==> src/rtl/axi4_read_burst2lite.sv <==
// rtl/axi4_read_burst2lite.sv - AXI4 read burst to AXI4-lite single-beat read bridge
module axi4_read_burst2lite #(
  parameter int ADDR_W = 32,
  parameter int DATA_W = 32,
  parameter int ID_W   = 4,
  parameter int LEN_W  = 8
) (
  input  logic              clock,
  input  logic              reset,
  input  logic              s_arvalid,
  output logic              s_arready,
  input  logic [ADDR_W-1:0] s_araddr,
  input  logic [ID_W-1:0]   s_arid,
  input  logic [LEN_W-1:0]  s_arlen,
  input  logic [2:0]        s_arsize,
  input  logic [1:0]        s_arburst,
  output logic              s_rvalid,
  input  logic              s_rready,
  output logic [DATA_W-1:0] s_rdata,
  output logic [1:0]        s_rresp,
  output logic              s_rlast,
  output logic [ID_W-1:0]   s_rid,
  output logic              m_arvalid,
  input  logic              m_arready,
  output logic [ADDR_W-1:0] m_araddr,
  input  logic              m_rvalid,
  output logic              m_rready,
  input  logic [DATA_W-1:0] m_rdata,
  input  logic [1:0]        m_rresp
);
  localparam logic [2:0] MAX_SIZE    = 3'($clog2(DATA_W / 8));
  localparam logic [1:0] BURST_FIXED = 2'b00;
  localparam logic [1:0] BURST_WRAP  = 2'b10;
  localparam logic [1:0] BURST_RSVD  = 2'b11;
  localparam logic [1:0] RESP_SLVERR = 2'b10;

  typedef enum logic [1:0] {IDLE, ADDR, DATA, ERR} state_t;
  state_t state, state_nxt;

  logic [ADDR_W-1:0] addr_q;
  logic [ADDR_W-1:0] addr_adv;
  logic [ADDR_W-1:0] beat_bytes;
  logic [ADDR_W-1:0] wrap_mask;
  logic [LEN_W-1:0]  len_q;
  logic [LEN_W-1:0]  beat_q;
  logic [2:0]        size_q;
  logic [1:0]        burst_q;
  logic [ID_W-1:0]   id_q;
  logic              ar_hs;
  logic              req_bad;
  logic              last_beat;
  logic              beat_done;
  logic              wrap_ok;

  assign s_arready = (state == IDLE) & ~reset;
  assign ar_hs     = s_arvalid & s_arready;
  assign req_bad   = (s_arburst == BURST_RSVD) | (s_arsize > MAX_SIZE);
  assign last_beat = (beat_q == len_q);
  assign m_araddr  = addr_q;
  // A beat retires on the upstream R handshake, whether real data or a synthesized error
  assign beat_done = ((state == DATA) & m_rvalid & s_rready) | ((state == ERR) & s_rready);

  // Address of the next beat; WRAP with a non power-of-two beat count falls back to INCR
  always_comb begin
    beat_bytes = ADDR_W'(1) << size_q;
    wrap_mask  = ((ADDR_W'(len_q) + ADDR_W'(1)) << size_q) - ADDR_W'(1);
    wrap_ok    = (burst_q == BURST_WRAP) &&
                 ((len_q == LEN_W'(1)) || (len_q == LEN_W'(3)) ||
                  (len_q == LEN_W'(7)) || (len_q == LEN_W'(15)));
    if (burst_q == BURST_FIXED) begin
      addr_adv = addr_q;
    end else if (wrap_ok) begin
      addr_adv = (addr_q & ~wrap_mask) | ((addr_q + beat_bytes) & wrap_mask);
    end else begin
      addr_adv = addr_q + beat_bytes;
    end
  end

  // State register; lite AR valid is a flop so it is glitch-free and held until accepted
  always_ff @(posedge clock or posedge reset) begin
    if (reset) begin
      state     <= IDLE;
      m_arvalid <= 1'b0;
    end else begin
      state     <= state_nxt;
      m_arvalid <= (state_nxt == ADDR);
    end
  end

  // Burst context capture and per-beat progress
  always_ff @(posedge clock or posedge reset) begin
    if (reset) begin
      addr_q  <= '0;
      len_q   <= '0;
      beat_q  <= '0;
      size_q  <= '0;
      burst_q <= '0;
      id_q    <= '0;
    end else if (ar_hs) begin
      addr_q  <= s_araddr;
      len_q   <= s_arlen;
      beat_q  <= '0;
      size_q  <= s_arsize;
      burst_q <= s_arburst;
      id_q    <= s_arid;
    end else if (beat_done && !last_beat) begin
      beat_q <= beat_q + LEN_W'(1);
      addr_q <= addr_adv;
    end
  end

  // Next-state and R-channel outputs; DATA passes the lite R channel straight through
  always_comb begin
    state_nxt = state;
    s_rvalid  = 1'b0;
    s_rdata   = '0;
    s_rresp   = 2'b00;
    s_rlast   = 1'b0;
    s_rid     = '0;
    m_rready  = 1'b0;
    case (state)
      IDLE: begin
        if (ar_hs) state_nxt = req_bad ? ERR : ADDR;
      end
      ADDR: begin
        if (m_arready) state_nxt = DATA;
      end
      DATA: begin
        s_rvalid = m_rvalid;
        m_rready = s_rready;
        s_rdata  = m_rdata;
        s_rresp  = m_rresp;
        s_rid    = id_q;
        s_rlast  = last_beat;
        if (beat_done) state_nxt = last_beat ? IDLE : ADDR;
      end
      ERR: begin
        s_rvalid = 1'b1;
        s_rresp  = RESP_SLVERR;
        s_rid    = id_q;
        s_rlast  = last_beat;
        if (beat_done && last_beat) state_nxt = IDLE;
      end
      default: state_nxt = IDLE;
    endcase
  end
endmodule

==> config.mk <==
export PLATFORM = sky130hd
export DESIGN_NAME = axi4_read_burst2lite
export DESIGN_NICKNAME = d
export VERILOG_FILES = /design/src/rtl/axi4_read_burst2lite.sv
export SDC_FILE = /design/constraint.sdc
export NUM_CORES = 1
export LEC_CHECK = 0
export BUFFER_PORTS_ARGS = -buffer_cell sky130_fd_sc_hd__clkbuf_2
export CORE_UTILIZATION = 53
export CTS_CLUSTER_SIZE = 28
export DETAILED_ROUTE_END_ITERATION = 16
export GPL_TIMING_DRIVEN = 1
export PLACE_DENSITY = 0.85
export SLEW_MARGIN = 10
export SYNTH_ARGS = -nofsm -noshare
export SYNTH_HDL_FRONTEND = slang
export SYNTH_SLANG_ARGS = --single-unit
==> constraint.sdc <==
create_clock -name clock -period 10.6 [get_ports clock]
set_input_delay 2.12 -clock clock [delete_from_list [all_inputs] [get_ports clock]]
set_output_delay 2.12 -clock clock [all_outputs]
set_load 0.01 [all_outputs]
=== After elaboration in Yosys (flattened, before gate mapping) ===
Index checks and enable logic that the tools add are counted.

* Add/sub/neg operators: 4
* Magnitude comparators: 1
* Eq/ne operators: 12
* Shift operators: 2
* Multiplexer cells: 19
* Bitwise operators: 12
* Reduce and logical (&&, ||, !) cells: 12

{| class="wikitable"
|+ Operator list
! operator !! number
|-
| 32-bit two-way mux || 5
|-
| 32-bit AND || 2
|-
| 32-bit adder || 1
|-
| 32-bit NOT || 1
|-
| 32-bit OR || 1
|-
| 1-bit by 3-bit << shifter with 32-bit output, first input constant || 1
|-
| 9-bit by 3-bit << shifter with 32-bit output || 1
|-
| 32-bit by 1-bit subtractor with 32-bit output, second input constant || 1
|-
| 8-bit two-way mux || 2
|-
| 2-bit two-way mux || 5
|-
| 8-bit by 1-bit adder with 9-bit output, second input constant || 1
|-
| 8-bit by 1-bit adder with 8-bit output, second input constant || 1
|-
| 2-bit == test, second input constant || 4
|-
| 8-bit by 1-bit == test with 1-bit output, second input constant || 1
|-
| 8-bit by 2-bit == test with 1-bit output, second input constant || 1
|-
| 8-bit by 3-bit == test with 1-bit output, second input constant || 1
|-
| 8-bit by 4-bit == test with 1-bit output, second input constant || 1
|-
| 8-bit == test || 1
|-
| 2-bit case mux with 4 select lines || 1
|-
| 1-bit AND || 5
|-
| 2-bit by 1-bit == test with 1-bit output, second input constant || 2
|-
| 2-bit logical NOT || 2
|-
| 4-bit two-way mux || 1
|-
| 2-bit case mux with 2 select lines || 1
|-
| 12 further kinds || 19
|}

* Flip-flop bits (word level): 60
* Input bits: 89
* Output and inout bits: 75
* Word-level logic and storage cells: 70

=== Longest topological paths before layout ===
* Depth in word-level cells: 10
* Gate-level depth with buffers: 17
* Depth with buffers taken out: 13

=== Worst setup path before layout ===
Ideal clock, no wire load.

* Path type: input -> output
* From: in reset
* To: out s_arready
* Arrival time: 2457 ps
* Setup slack: 6023 ps
* Cell stages on the path: 1
* Path through: nor3_1

* Word-level cells in the longest chain between the ends: 2

{| class="wikitable"
|+ Ends and longest elaborated chain
! element !! RTL line !! RTL
|-
| from (decl) || 9 || <nowiki>input logic reset,</nowiki>
|-
| 1-bit NOT || 55 || <nowiki>assign s_arready = (state == IDLE) & ~reset;</nowiki>
|-
| 1-bit AND || 55 ||
|-
| to (decl) || 11 || <nowiki>output logic s_arready,</nowiki>
|}

Every way passes these cells.

=== Final worst setup path ===
Same ends and word-level chain as after synthesis.

==> impl_metrics.tcl <==
set metrics [dict create \
    report.final.hold_viol_count 0 \
    period_minus_slack_ns 4.786 \
    start_util 0.5533 \
    synth_async_sr_flop_share 1.000 \
    cts_resized 0 \
    postRouteAntennaNets 0 \
    most_repeated_library_cell_on_the_critical_path "sky130_fd_sc_hd__clkbuf_2" \
    synth.distinct_cells 87 \
    p_clk_frac 0.130 \
    clkSlewWorstSetupHoldPaths_ns 0.07 \
    grt_setup_unrepaired "false" \
    worstSetupEndpointType "output port" \
    slew_viol_final 0 \
    grt_overflow 0 \
    place.gp.congestion 0.9126 \
    clkSinkCount 60 \
    comb_power_share 0.606 \
    routedWlPerCell_microns 16.30 \
    dp_worst_setup_slack_ns 5.811 \
    core-area_sq_um 9328 \
    grt_util_met3 0.05825 \
    synth_common_cells "sky130_fd_sc_hd__nand2_1, sky130_fd_sc_hd__dfrtp_1, sky130_fd_sc_hd__a21oi_1" \
    chip_height_microns 100.7 \
    p_switching_mw 0.9175 \
    cp_cell_sequence "clkbuf_2, nor3_1, clkbuf_2" \
    path_class "in2out" \
    finalSetupViolCount 0 \
    worst_hold_depth 2 \
    row_count 35 \
    first_iter_violations 426 \
    irDropWorstVdd_mv 0.1514 \
    cts_htree_levels 3 \
    yosys_warnings 0 \
    clock_insertion_delay_worst_skew_ns 0.34 \
    syn-cell-area_sq_um 5161 \
    layout_setup_ws_ns 5.814 \
    min_from "id_q[0]" \
    totalWireLength_microns 15010 \
    grt_max_degree 63 \
    critical_path.max_stage_delay_ns 0.26 \
    syn_to_final_growth_pct 20.27 \
    synthCells 651 \
    design.portCount 164 \
    seqCellArea_sq_um 1501 \
    fp.dieArea_sq_um 10140 \
    timing.rr.start "size_q[2]" \
    critical_path.startpoint_type "input pin" \
    cts_tree "done" \
    power.static_leakage_nw 2.878 \
    grt_most_used_layer "met2" \
    synth.net_count 754 \
    worst_pin_slew_ns 0.8139 \
    critical_path_arrival_ns 2.67 \
    post_synth.cell_area_avg_sq_um 7.928 \
    slew_headroom 0.4574 \
    pwr_density_nw_per_um2 293.0 \
    drt_drc_violations_left 0 \
    path_max_fanout 3 \
    synth_flop_type "sky130_fd_sc_hd__dfrtp_1" \
    tritoncts.num_buffers 9 \
    ctsHoldBuffers 0 \
    critical_path_required_ns 8.48 \
    post_route_cells_drive_above_1_share 0.2715 \
    worst_hold_path_type "reg2reg" \
    yosys_register_bits 60 \
    yosys.area.top_type_share 0.2909 \
    fmaxAchievable_mhz 209.0 \
    p_int_mw 0.9014 \
    power.switching_fraction 0.5044 \
    synth-seq-area-share 0.2909 \
    worst_path_max_delay_cell "sky130_fd_sc_hd__nor3_1" \
    nets 890 \
    cts_post_setup_buffers_inserted 0 \
    total_number_of_vias 5489 \
    die_w_microns 100.7 \
    dp.final_hpwl_microns 10850 \
    synth_top_area_cell "sky130_fd_sc_hd__dfrtp_1" \
    period_share 0.4515 \
    max-clock-path-buffers 2 \
    fillers 777 \
    synth_most_common_cell "sky130_fd_sc_hd__nand2_1" \
    portBuffers 163 \
    number_of_antenna_violations_at_the_first_check_in_global_routing 0 \
    firstDrtPassIters 5 \
    met1_usage 0.4316 \
    vias_in_the_first_global_route 5114 \
    drv.max_cap_violation_count 0 \
    critPathLaunch "reset" \
    number_of_enable_type_register_cells_in_the_synthesized_netlist 0 \
    run_status "finished, final reports clean" \
    r2r_cells 13 \
    sequentialPowerShare 0.264 \
    diodes 0 \
    most_area_consuming_cells_after_synthesis "sky130_fd_sc_hd__dfrtp_1, sky130_fd_sc_hd__nand2_1, sky130_fd_sc_hd__and2_1" \
    final.setup.tns_ns 0 \
    global_route_wire_length_before_repair_microns 24840 \
    routed_via_density 5.960 \
    met2_usage 0.4758 \
    globalRouteTotalUtil 0.3076 \
    multiInputGateArea_sq_um 3395 \
    clockRootBuffer "sky130_fd_sc_hd__clkbuf_8" \
    worst_clock_skew_ns 0.008003 \
]
-- power by group through the flow --
| stage | clock (mW) | combinational (mW) | sequential, mW |
|---|---|---|---|
| floorplan | 0 | 0.869 | 0.413 |
| global placement | 0 | 1.05 | 0.472 |
| detailed placement | 0 | 1.08 | 0.478 |
| CTS | 0.240 | 1.09 | 0.474 |
| global route | 0.250 | 1.22 | 0.498 |
| finish | 0.237 | 1.10 | 0.480 |
-- kinds of logic (layout without fill, tap and decap cells) --
kind of cell / count (synthesis) / after routing / share of synthesized area
xor+xnor: 28 / 28 / 0.04751
compound gates: 206 / 206 / 0.2839
buf+inv: 61 / 202 / 0.05212
simple gates: 275 / 275 / 0.2764
flops: 60 / 60 / 0.2909
mux: 7 / 7 / 0.01382
fa+ha+maj: 14 / 14 / 0.03539
-- final timing paths --
path / end / slack, ns
max: s_arready / 5.81
min: id_q[0] / 0.47
max reg2reg: register / 6.05
min reg2reg: id_q[0] / 0.47
max in group asynchronous: len_q[0] / 8.10
min in group asynchronous: async pin / 1.99
-- metal layers --
layer,wire (microns),vias to the layer above
met2,7155,220
met1,6631,2588
met4,321,0
met3,905,34
li1,-,2647
met5,0,-
-- critical path, delay by kind of cell --
family | cells | cell delay [ns]
buffers and inverters | 2 | 0.29
AND/OR/NAND/NOR | 1 | 0.26
-- stage by stage --
stage | hold WS, ns | std cells | cell area (sq um) | utilization | power, mW
2_1_floorplan | 0.4374 | 651 | 5161 | - | 1.282
3_3_place_gp | 0.4521 | 905 | 5982 | 0.6413 | 1.527
3_5_place_dp | 0.4545 | 905 | 5982 | 0.6413 | 1.557
4_1_cts | 0.4722 | 921 | 6207 | 0.6655 | 1.804
5_1_grt | 0.5107 | 921 | 6207 | 0.6655 | 1.965
6_report | 0.4671 | 921 | 6207 | 0.6655 | 1.819
-- placed cells by master, fill, tap and decap left out, types with 4 or more instances in the layout --
cell and n:
sky130_fd_sc_hd__a211o_1 4, sky130_fd_sc_hd__a211oi_1 9, sky130_fd_sc_hd__a21o_1 6, sky130_fd_sc_hd__a21oi_1 50
sky130_fd_sc_hd__a31oi_1 6, sky130_fd_sc_hd__and2_1 42, sky130_fd_sc_hd__and3_1 14, sky130_fd_sc_hd__and4_1 5
sky130_fd_sc_hd__buf_4 6, sky130_fd_sc_hd__clkbuf_2 163, sky130_fd_sc_hd__clkbuf_8 10, sky130_fd_sc_hd__dfrtp_1 60
sky130_fd_sc_hd__ha_1 13, sky130_fd_sc_hd__inv_1 16, sky130_fd_sc_hd__mux2i_1 6, sky130_fd_sc_hd__nand2_1 101
sky130_fd_sc_hd__nand2b_1 7, sky130_fd_sc_hd__nand3_1 22, sky130_fd_sc_hd__nand4_1 6, sky130_fd_sc_hd__nand4b_1 5
sky130_fd_sc_hd__nor2_1 33, sky130_fd_sc_hd__nor2b_1 6, sky130_fd_sc_hd__nor3_1 7, sky130_fd_sc_hd__o211ai_1 8
sky130_fd_sc_hd__o21a_1 8, sky130_fd_sc_hd__o21ai_0 37, sky130_fd_sc_hd__o21ai_1 8, sky130_fd_sc_hd__o22a_1 5
sky130_fd_sc_hd__o22ai_1 7, sky130_fd_sc_hd__o31ai_1 6, sky130_fd_sc_hd__or3_1 5, sky130_fd_sc_hd__xnor2_1 11
sky130_fd_sc_hd__xor2_1 17
-- cell type report --
class / instances / area share
well taps: 129 / 0.02600
inverters: 17 / 0.01028
clock inverters: 6 / 0.01411
clock buffers: 10 / 0.02217
multi-input cells: 530 / 0.5469
repair buffers: 169 / 0.1387
flip-flops and latches: 60 / 0.2419
(Power assumes the default switching activity.)
